===== config.mk =====
export PLATFORM = sky130hd
export DESIGN_NAME = ex_mem_stage
export DESIGN_NICKNAME = d
export VERILOG_FILES = /design/src/rtl/mips_pkg.sv /design/src/rtl/multu_seq.sv /design/src/rtl/ex_mem_stage.sv
export SDC_FILE = /design/constraint.sdc
export NUM_CORES = 1
export LEC_CHECK = 0
export BUFFER_PORTS_ARGS = -buffer_cell sky130_fd_sc_hd__buf_2
export CORE_AREA = 2 2 190 211
export CTS_CLUSTER_DIAMETER = 120
export CTS_CLUSTER_SIZE = 24
export DETAILED_ROUTE_END_ITERATION = 7
export DIE_AREA = 0 0 192 213
export GPL_TIMING_DRIVEN = 0
export PLACE_DENSITY_LB_ADDON = 0.15
export SYNTH_ARGS = -nofsm -noshare
export SYNTH_HDL_FRONTEND = slang
export SYNTH_SLANG_ARGS = --single-unit

===== constraint.sdc =====
create_clock -name clock -period 3.6 [get_ports clock]
set_input_delay 0.72 -clock clock [delete_from_list [all_inputs] [get_ports clock]]
set_output_delay 0.72 -clock clock [all_outputs]
set_load 0.005 [all_outputs]

===== src/rtl/mips_pkg.sv =====
// Shared pipeline definitions: ID/EX and EX/MEM bundle field offsets, ALU opcodes,
// R-type function codes and the execute-stage multiplier state type.
package mips_pkg;

    // ID/EX bundle field offsets (LSB positions)
    localparam int unsigned IDEX_RS_VAL   = 0;
    localparam int unsigned IDEX_RT_VAL   = 32;
    localparam int unsigned IDEX_ALUOP    = 64;
    localparam int unsigned IDEX_FUNCT    = 66;
    localparam int unsigned IDEX_RD       = 72;
    localparam int unsigned IDEX_REGWRITE = 77;
    localparam int unsigned IDEX_MEMREAD  = 78;
    localparam int unsigned IDEX_MEMWRITE = 79;
    localparam int unsigned IDEX_IMM      = 80;
    localparam int unsigned IDEX_RT       = 112;
    localparam int unsigned IDEX_ALUSRC   = 117;
    localparam int unsigned IDEX_MEMTOREG = 118;
    localparam int unsigned IDEX_REGDST   = 119;
    localparam int unsigned IDEX_RS       = 120;

    // EX/MEM bundle field offsets (LSB positions)
    localparam int unsigned EXMEM_RESULT   = 0;
    localparam int unsigned EXMEM_STORE    = 32;
    localparam int unsigned EXMEM_DEST     = 64;
    localparam int unsigned EXMEM_REGWRITE = 69;
    localparam int unsigned EXMEM_MEMREAD  = 70;
    localparam int unsigned EXMEM_MEMWRITE = 71;
    localparam int unsigned EXMEM_MEMTOREG = 72;
    localparam int unsigned EXMEM_ZERO     = 73;

    localparam logic [1:0] ALUOP_ADD   = 2'b00;
    localparam logic [1:0] ALUOP_SUB   = 2'b01;
    localparam logic [1:0] ALUOP_RTYPE = 2'b10;
    localparam logic [1:0] ALUOP_OR    = 2'b11;

    localparam logic [5:0] FUNCT_SLL   = 6'h00;
    localparam logic [5:0] FUNCT_MFHI  = 6'h10;
    localparam logic [5:0] FUNCT_MFLO  = 6'h12;
    localparam logic [5:0] FUNCT_MULTU = 6'h19;
    localparam logic [5:0] FUNCT_ADD   = 6'h20;
    localparam logic [5:0] FUNCT_SUB   = 6'h22;
    localparam logic [5:0] FUNCT_AND   = 6'h24;
    localparam logic [5:0] FUNCT_OR    = 6'h25;
    localparam logic [5:0] FUNCT_SLT   = 6'h2A;

    typedef enum logic [1:0] {
        IDLE,
        BUSY,
        DONE
    } ex_state_t;

endpackage


===== src/rtl/multu_seq.sv =====
// Iterative unsigned shift-add multiplier, one partial product per cycle.
// done strobes in the final iteration while hi_out/lo_out carry the finished product.
module multu_seq
    import mips_pkg::*;
#(
    parameter int unsigned DATA_W = 32
) (
    input  logic              clock,
    input  logic              rst,
    input  logic              start,
    input  logic [DATA_W-1:0] a,
    input  logic [DATA_W-1:0] b,
    output logic              busy,
    output logic              done,
    output logic [DATA_W-1:0] hi_out,
    output logic [DATA_W-1:0] lo_out
);

    localparam int unsigned      CNT_W     = $clog2(DATA_W);
    localparam logic [CNT_W-1:0] LAST_ITER = CNT_W'(DATA_W - 1);

    ex_state_t           state_q, state_d;
    logic [CNT_W-1:0]    cnt_q, cnt_d;
    logic [DATA_W-1:0]   mcand_q, mcand_d;
    logic [2*DATA_W-1:0] prod_q, prod_d;
    logic [DATA_W:0]     sum;
    logic                last;

    always_comb begin
        state_d = state_q;
        cnt_d   = cnt_q;
        mcand_d = mcand_q;
        prod_d  = prod_q;
        last    = 1'b0;
        // Upper half accumulates; lower half holds the multiplier bits still to consume.
        sum     = {1'b0, prod_q[2*DATA_W-1:DATA_W]} + (prod_q[0] ? {1'b0, mcand_q} : '0);
        unique case (state_q)
            IDLE: begin
                if (start) begin
                    state_d = BUSY;
                    cnt_d   = '0;
                    mcand_d = a;
                    prod_d  = {{DATA_W{1'b0}}, b};
                end
            end
            BUSY: begin
                prod_d = {sum, prod_q[DATA_W-1:1]};
                cnt_d  = cnt_q + CNT_W'(1);
                if (cnt_q == LAST_ITER) begin
                    last    = 1'b1;
                    cnt_d   = '0;
                    state_d = DONE;
                end
            end
            DONE:    state_d = IDLE;
            default: state_d = IDLE;
        endcase
    end

    always_ff @(posedge clock or negedge rst) begin
        if (!rst) begin
            state_q <= IDLE;
            cnt_q   <= '0;
            mcand_q <= '0;
            prod_q  <= '0;
        end else begin
            state_q <= state_d;
            cnt_q   <= cnt_d;
            mcand_q <= mcand_d;
            prod_q  <= prod_d;
        end
    end

    assign busy   = (state_q == BUSY);
    assign done   = last;
    assign hi_out = prod_d[2*DATA_W-1:DATA_W];
    assign lo_out = prod_d[DATA_W-1:0];

endmodule


===== src/rtl/ex_mem_stage.sv =====
// Execute stage with EX/MEM pipeline register: single-cycle ALU plus an iterative MULTU
// into HI/LO that stalls the upstream stages while it runs.
module ex_mem_stage
    import mips_pkg::*;
#(
    parameter int unsigned DATA_W  = 32,
    parameter int unsigned IDEX_W  = 125,
    parameter int unsigned EXMEM_W = 74
) (
    input  logic               clock,
    input  logic               rst,
    input  logic [IDEX_W-1:0]  idex,
    input  logic [31:0]        idex_instruction,
    output logic [EXMEM_W-1:0] exmem,
    output logic [31:0]        exmem_instruction,
    output logic               ex_stall,
    output logic [DATA_W-1:0]  hi,
    output logic [DATA_W-1:0]  lo
);

    logic [DATA_W-1:0] rs_val, rt_val, sext_imm, op_b, alu_result;
    logic [1:0]        alu_op;
    logic [5:0]        funct;
    logic [4:0]        rd, rt, dest_reg;
    logic              reg_write, mem_read, mem_write, alu_src, mem_to_reg, reg_dst;
    logic              unused_rs;

    assign rs_val     = idex[IDEX_RS_VAL +: DATA_W];
    assign rt_val     = idex[IDEX_RT_VAL +: DATA_W];
    assign alu_op     = idex[IDEX_ALUOP +: 2];
    assign funct      = idex[IDEX_FUNCT +: 6];
    assign rd         = idex[IDEX_RD +: 5];
    assign reg_write  = idex[IDEX_REGWRITE];
    assign mem_read   = idex[IDEX_MEMREAD];
    assign mem_write  = idex[IDEX_MEMWRITE];
    assign sext_imm   = idex[IDEX_IMM +: DATA_W];
    assign rt         = idex[IDEX_RT +: 5];
    assign alu_src    = idex[IDEX_ALUSRC];
    assign mem_to_reg = idex[IDEX_MEMTOREG];
    assign reg_dst    = idex[IDEX_REGDST];
    assign unused_rs  = ^idex[IDEX_RS +: 5];

    assign op_b     = alu_src ? sext_imm : rt_val;
    assign dest_reg = reg_dst ? rd : rt;

    logic              is_multu, mul_busy, mul_done, done_q, bubble;
    logic [DATA_W-1:0] mul_hi, mul_lo, hi_q, lo_q;

    assign is_multu = (alu_op == ALUOP_RTYPE) && (funct == FUNCT_MULTU);

    multu_seq #(
        .DATA_W(DATA_W)
    ) u_multu (
        .clock (clock),
        .rst   (rst),
        .start (is_multu),
        .a     (rs_val),
        .b     (rt_val),
        .busy  (mul_busy),
        .done  (mul_done),
        .hi_out(mul_hi),
        .lo_out(mul_lo)
    );

    // done_q marks the DONE cycle: the held MULTU must not restart and still issues a bubble.
    assign ex_stall = rst & (mul_busy | (is_multu & ~done_q));
    assign bubble   = ex_stall | done_q;

    always_comb begin
        alu_result = '0;
        unique case (alu_op)
            ALUOP_ADD: alu_result = rs_val + op_b;
            ALUOP_SUB: alu_result = rs_val - op_b;
            ALUOP_OR:  alu_result = rs_val | op_b;
            ALUOP_RTYPE: begin
                case (funct)
                    FUNCT_ADD:  alu_result = rs_val + op_b;
                    FUNCT_SUB:  alu_result = rs_val - op_b;
                    FUNCT_AND:  alu_result = rs_val & op_b;
                    FUNCT_OR:   alu_result = rs_val | op_b;
                    FUNCT_SLT:  alu_result = {{(DATA_W-1){1'b0}}, ($signed(rs_val) < $signed(op_b))};
                    FUNCT_SLL:  alu_result = rt_val << sext_imm[10:6];
                    FUNCT_MFHI: alu_result = hi_q;
                    FUNCT_MFLO: alu_result = lo_q;
                    default:    alu_result = '0;
                endcase
            end
            default: alu_result = '0;
        endcase
    end

    logic [EXMEM_W-1:0] exmem_d, exmem_q;
    logic [31:0]        exmem_instr_d, exmem_instr_q;

    always_comb begin
        exmem_d       = '0;
        exmem_instr_d = '0;
        if (!bubble) begin
            exmem_d[EXMEM_RESULT +: DATA_W] = alu_result;
            exmem_d[EXMEM_STORE +: DATA_W]  = rt_val;
            exmem_d[EXMEM_DEST +: 5]        = dest_reg;
            exmem_d[EXMEM_REGWRITE]         = reg_write;
            exmem_d[EXMEM_MEMREAD]          = mem_read;
            exmem_d[EXMEM_MEMWRITE]         = mem_write;
            exmem_d[EXMEM_MEMTOREG]         = mem_to_reg;
            exmem_d[EXMEM_ZERO]             = (alu_result == '0);
            exmem_instr_d                   = idex_instruction;
        end
    end

    always_ff @(posedge clock or negedge rst) begin
        if (!rst) begin
            exmem_q       <= '0;
            exmem_instr_q <= '0;
            done_q        <= 1'b0;
            hi_q          <= '0;
            lo_q          <= '0;
        end else begin
            exmem_q       <= exmem_d;
            exmem_instr_q <= exmem_instr_d;
            done_q        <= mul_done;
            if (mul_done) begin
                hi_q <= mul_hi;
                lo_q <= mul_lo;
            end
        end
    end

    assign exmem             = exmem_q;
    assign exmem_instruction = exmem_instr_q;
    assign hi                = hi_q;
    assign lo                = lo_q;

endmodule


Word level (Yosys, flattened, before mapping)
Index checks and enable logic that the tools add are counted.
{"block": "totals", "wordCells": 63, "input_bits": 159, "output_inout_bits": 171, "regBits": 274}
{"block": "classes", "n_addsub": 4, "reduce_logical": 9, "order_cmp": 1, "bitwise_logic": 7, "mux": 17, "eq_ne": 15, "shift": 1}
{"cell": "32-bit one-hot mux with 8 select lines", "count": 1}
{"cell": "32-bit one-hot mux with 4 select lines", "count": 1}
{"cell": "64-bit one-hot mux with 2 select lines", "count": 1}
{"cell": "32-bit 2-to-1 mux", "count": 3}
{"cell": "74-bit 2-to-1 mux", "count": 1}
{"cell": "64-bit 2-to-1 mux", "count": 1}
{"cell": "32-bit by 33-bit adder with 33-bit output", "count": 1}
{"cell": "32-bit adder", "count": 1}
{"cell": "32-bit AND", "count": 1}
{"cell": "32-bit zero test", "count": 1}
{"cell": "32-bit < comparator", "count": 1}
{"cell": "32-bit OR", "count": 1}
{"cell": "32-bit by 5-bit << shifter with 32-bit output", "count": 1}
{"cell": "32-bit subtractor", "count": 1}
{"cell": "6-bit == test (second input constant)", "count": 5}
{"cell": "6-bit by 5-bit == test with 1-bit output (second input constant)", "count": 3}
{"cell": "5-bit 2-to-1 mux", "count": 3}
{"cell": "5-bit one-hot mux with 2 select lines", "count": 1}
{"cell": "6-bit zero test", "count": 1}
{"cell": "2-bit AND reduction", "count": 3}
{"cell": "5-bit by 1-bit adder with 5-bit output (second input constant)", "count": 1}
{"cell": "5-bit == test (second input constant)", "count": 1}
{"cell": "2-bit by 1-bit == test with 1-bit output (second input constant)", "count": 2}
{"cell": "2-bit == test (second input constant)", "count": 2}
{"cell": "other kinds (11)", "count": 16}

Longest topological paths before layout
{"block": "logic_depth", "ltp_word": 7, "ltp_mapped": 18, "mapped_depth_nobuf": 16}

By module
From an unflattened synthesis, not the netlist that was laid out.
{"block": "unflattened", "cells_unflattened": 2393, "hier_area_um2": 21561.9}
{"module": "ex_mem_stage", "cells_per_inst": 1696, "n_inst": 1, "seq_area_each_um2": 4279.1, "area_per_inst_um2": 15075.7}
{"module": "multu_seq", "cells_per_inst": 697, "n_inst": 1, "seq_area_each_um2": 2577.5, "area_per_inst_um2": 6486.2}

Worst setup path after synthesis
No wires, ideal clock.
{"block": "synth_timing", "kind": "in2reg", "from": "in idex[117]", "to": "reg exmem_q[30], in the netlist exmem[30]", "path_buffers": 2, "setup_time_ns": 0.119, "setup_slack_ns": -1.077, "cell_stages": 18, "t_arrival_ns": 4.558, "path_cell_list": "clkbuf_1 > buf_1 > mux2i_1 > inv_1 > ha_1 > inv_1 > fa_1 > nor2b_1 > o21ai_1 > a31oi_1 > nor3_1 > o2111a_1 > nor2_1 > a2111oi_2 > xnor2_1 > a21oi_1 > o32a_1 > and2_1"}
{"block": "synth_via", "elab_chain_len": 5, "elab_cells_between_ends": 8}
{"item": "from (decl)", "line": "ex_mem_stage.sv:12", "source": "input logic [IDEX_W-1:0] idex,"}
{"item": "32-bit 2-to-1 mux *", "line": "ex_mem_stage.sv:43", "source": "assign op_b = alu_src ? sext_imm : rt_val;"}
{"item": "32-bit subtractor, or another cell as far along", "line": "ex_mem_stage.sv:73, ex_mem_stage.sv:78"}
{"item": "32-bit one-hot mux with 8 select lines", "line": "ex_mem_stage.sv:76", "source": "case (funct)"}
{"item": "32-bit one-hot mux with 4 select lines *", "line": "ex_mem_stage.sv:71", "source": "unique case (alu_op)"}
{"item": "74-bit 2-to-1 mux *", "line": "ex_mem_stage.sv:98", "source": "if (!bubble) begin"}
{"item": "via exmem_d[30]", "line": "ex_mem_stage.sv:92", "source": "logic [EXMEM_W-1:0] exmem_d, exmem_q;"}
{"item": "to (signal assigned)", "line": "ex_mem_stage.sv:119", "source": "exmem_q <= exmem_d;"}
{"item": "to (decl)", "line": "ex_mem_stage.sv:92"}
Mark *: on every way through the listed nets, which the timed path passes. The rest lies on a longest branch.
A chain may end at the register's enable or synchronous reset.

Worst setup path after layout
{"block": "layout_timing", "from": "in idex[117]", "to": "reg exmem_q[73], in the netlist exmem[73]"}
{"block": "layout_via", "elab_chain_len": 6, "elab_cells_between_ends": 10}
{"item": "32-bit 2-to-1 mux *", "line": "ex_mem_stage.sv:43"}
{"item": "32-bit subtractor, or another cell as far along", "line": "ex_mem_stage.sv:73, ex_mem_stage.sv:78"}
{"item": "32-bit one-hot mux with 8 select lines", "line": "ex_mem_stage.sv:76"}
{"item": "32-bit one-hot mux with 4 select lines *", "line": "ex_mem_stage.sv:71"}
{"item": "32-bit zero test *", "line": "ex_mem_stage.sv:106", "source": "exmem_d[EXMEM_ZERO] = (alu_result == '0);"}
{"item": "74-bit 2-to-1 mux *", "line": "ex_mem_stage.sv:98"}
{"item": "via exmem_d[73]", "line": "ex_mem_stage.sv:92"}
Marked as above.

==> reports/summary.txt <==
=================================================================================
CP max stage cell ..................................................     a222oi_1
Overall die width ..................................................       192 um
Routed WL per cell .................................................      29.1 um
Power after layout .................................................      9490 uW
Initial antenna violation count ....................................            5
I/O pin count ......................................................          330
Post-Syn Area ......................................................   20300 um^2
Total number of H-tree levels ......................................            1
Clock transition at the registers of the reported paths ............      0.09 ns
Post-DRT Antenna Nets ..............................................            0
Least-Margin Pin Slew ..............................................      1.42 ns
Class of the most critical setup path ..............................    in -> reg
Largest voltage drop on the vdd net ................................   0.000553 V
Area growth from synthesis to final layout .........................        22.5%
Routed WL ..........................................................     90600 um
GR Util All Layers .................................................        43.4%
Utilization after layout ...........................................        64.2%
DR vias/cell .......................................................         6.59
TritonCTS buffer count .............................................           15
Count of nets after finishing ......................................         2924
Initial Util .......................................................        52.4%
Maximum number of pins on one net before global-route repair .......           99
Standby leakage power ..............................................    0.0116 uW
# port buffers .....................................................          317
Chip Height ........................................................       213 um
Worst Setup Start Kind .............................................    input pin
Wire length of the first global-routing pass .......................    129000 um
Routed via count ...................................................        20555
Net switching power figure .........................................      3660 uW
DP HPWL ............................................................     71500 um
Synth cell types ...................................................           90
Share of post-route cells with drive strength above 1 ..............        28.4%
Worst slew slack as a fraction of its limit ........................        4.48%
Fill cells .........................................................         3257
Run status ......................................................... complete, but fails checks
Buffer levels on the longest clock path ............................            3
Share of power burned in registers .................................        39.8%
RD Place Congestion ................................................         1.07
Power per Cell Area ................................................  381 nW/um^2
Sequential fraction of the synthesis area ..........................        33.7%
Sw Share ...........................................................        38.6%
Number of endpoints with negative hold slack in the final report ...            0
Vias in the first global route .....................................        19516
Max-Cap Viols ......................................................            0
Critical path endpoint category ....................................     register
Post-synth EDFFs ...................................................            0
Final-report max-slew violation count ..............................            0
Post-route worst setup slack .......................................    -0.558 ns
Area of the core ...................................................   38800 um^2
Synthesized area per cell ..........................................    9.13 um^2
Clock tree from TritonCTS ..........................................          yes
Max Clk Rate .......................................................      241 MHz
Type of the most critical hold path ................................  in -> async
R2R Path Start ..................................................... u_multu.state_q[1]$_DFFE_PN0P_
Final setup violating endpoints ....................................            7
Ordered cell list for the critical path ............................ clkbuf_16 -> buf_12 -> mux2i_4 -> inv_1 -> ha_1 -> a222oi_1 -> o21ai_0 -> a211oi_2 -> o22ai_1 -> a221oi_2 -> nand4_1 -> a2111o_1 -> nand4b_1 -> nor3_2
Synthesized net count ..............................................         2545
Clock latency of the later-clocked register in the worst-skew pair .      0.54 ns
Count of TritonRoute iterations in the first routing pass ..........            8
Clk network pwr share ..............................................        19.8%
Clock sink total ...................................................          274
Largest stage delay on the critical path ...........................      0.79 ns
Core Rows ..........................................................           76
Count of synthesis-stage warnings from yosys .......................            0
Number of cells on the worst reg-to-reg path .......................           10
RSZ-0062 raised after global routing ...............................          yes
Power Internal .....................................................      5830 uW
Buffer cell driving the clock tree root ............................    clkbuf_16
Total of hold buffers inserted after clock tree synthesis ..........            0
Number of remaining DRC errors .....................................            0
Flip-flop and latch count after synthesis ..........................          274
Overall die area ...................................................   40900 um^2
GR Overflow Total ..................................................            0
Post-Route Skew ....................................................    0.0144 ns
Comb pwr share .....................................................        40.5%
Instance count of the mapped netlist ...............................         2228
Required time of the critical path .................................      4.06 ns
Violated checks .................................................... setup timing
Shortest period the worst path allows ..............................      4.16 ns
Share of the clock period used by the worst path after layout ......         115%
Predominant post-synthesis flop cell ...............................      dfrtp_1
Ys async rst share .................................................         100%
Startpoint of the most critical setup path .........................    idex[117]
Largest fanout on the critical path ................................           10
Data arrival time of the critical path .............................      4.61 ns
First-iteration detailed-routing DRC count .........................         2687
=================================================================================
worst paths after layout:
kind	slack (ns)	end
worst max-delay path	-0.56	exmem[73]$_DFF_PN0_
worst min register to register	0.51	u_multu.mcand_q[18]$_DFFE_PN0P_
min in group clock	0.39	exmem_instruction[29]$_DFF_PN0_
max in group asynchronous	2.07	u_multu.mcand_q[27]$_DFFE_PN0P_
worst min-delay path	0.17	exmem[48]$_DFF_PN0_
worst max register to register	-0.05	exmem[73]$_DFF_PN0_
power groups by stage:
stage	logic (uW)	clock network, uW	registers (uW)
2_1_floorplan	2100	0	3760
4_1_cts	3540	1900	3760
5_1_grt	4080	1990	3810
6_report	3840	1870	3770
3_5_place_dp	3290	0	3820
3_3_place_gp	3240	0	3790
final cells by class:
class / count / area (um^2) / area share [%]
Multi-Input combinational cell: 1715 / 13800 / 55.5
Sequential cell: 274 / 6860 / 27.5
Timing Repair Buffer: 373 / 2120 / 8.52
Tap cell: 507 / 634 / 2.55
Buffer: 111 / 594 / 2.39
Inverter: 117 / 439 / 1.76
Clock buffer: 16 / 379 / 1.52
Clock inverter: 3 / 50.0 / 0.201
Antenna cell: 3 / 7.51 / 0.0301
cells in the mapped netlist, drive strengths merged, types with 26 or more instances:
cell type | n | area share [%]
dfrtp | 274 | 34
nand2 | 188 | 3.5
ha | 155 | 9.5
o21ai | 145 | 3.6
nor2 | 126 | 2.3
a21oi | 122 | 3.0
and2 | 121 | 3.7
inv | 116 | 2.1
clkbuf | 101 | 1.9
mux2 | 91 | 5.0
mux2i | 80 | 3.9
a22oi | 54 | 2.0
xnor2 | 50 | 2.2
nor3 | 43 | 1.1
nand3 | 35 | 0.86
a211oi | 34 | 1.3
a21o | 29 | 1.1
nand2b | 29 | 0.89
o211ai | 26 | 0.96
layer usage:
layer  track usage (%)  wire, um  vias up
met2              67.4     39900     1427
met1              55.5     34100     9970
met4              28.8      7300        0
li1                  -         -     8842
met3              7.73      9420      316
met5                 0         0        -
stage by stage:
step	instance area [um^2]	cells	setup slack (ns)	TNS (ns)	hold slack [ns]
after floorplan	20600	2228	-0.407	-0.919	0.424
after global placement	22900	3052	-3.95	-1184.49	0.475
after CTS	24200	3098	-0.426	-0.973	0.215
after global routing	24900	3118	-0.577	-2.11	0.246
after detailed placement	22900	3055	-1.81	-54.08	0.487
final	24900	3119	-0.558	-1.23	0.173
cell usage in the layout, fill, tap and decap left out, types with 26 or more instances in the layout:
| cell type | count |
|---|---|
| a21o_1 | 29 |
| a21oi_1 | 98 |
| a22oi_1 | 54 |
| and2_1 | 118 |
| buf_2 | 321 |
| buf_4 | 50 |
| clkbuf_1 | 72 |
| dfrtp_1 | 273 |
| ha_1 | 137 |
| inv_1 | 109 |
| mux2_2 | 89 |
| mux2i_1 | 54 |
| nand2_1 | 187 |
| nand2b_1 | 28 |
| nand3_1 | 31 |
| nor2_1 | 119 |
| nor3_1 | 38 |
| o211ai_1 | 26 |
| o21ai_0 | 109 |
| o21ai_1 | 26 |
| xnor2_1 | 44 |
logic make-up (layout without fill, tap and decap cells):
logic type,count (synthesis),in the layout,share of synthesized area [%]
AO/OA/AOI/OAI,625,625,20.9
other,0,3,0
AND/OR/NAND/NOR,668,668,16.6
multiplexers,192,192,11.3
flip-flops,274,274,33.7
buffers and inverters,239,620,4.49
XOR/XNOR,72,72,3.10
adder cells (fa/ha/maj),158,158,9.83
sequential cells by signal, indices dropped and copies added, names as in the netlist:
register           flops
exmem_instruction     32
u_multu.mcand_q       32
done_q                 1
u_multu.cnt_q          5
u_multu.prod_q        64
u_multu.state_q        2
hi                    32
exmem                 74
lo                    32
repair_timing:
item / in CTS / in global routing
cloned: 0 / 1
pin swaps: 46 / 37
endpoints found under the setup margin: 52 / 40
setup buffers: 27 / 25
resized for setup: 143 / 98
worst max-delay path, delay by kind of cell:
family | cells | cell delay [ns]
AOI/OAI and AO/OA | 6 | 2.30
and+or+nand+nor | 3 | 0.49
buffers and inverters | 3 | 0.43
muxes | 1 | 0.42
adders and majority gates | 1 | 0.24
Power figures use the tool's default switching activity.
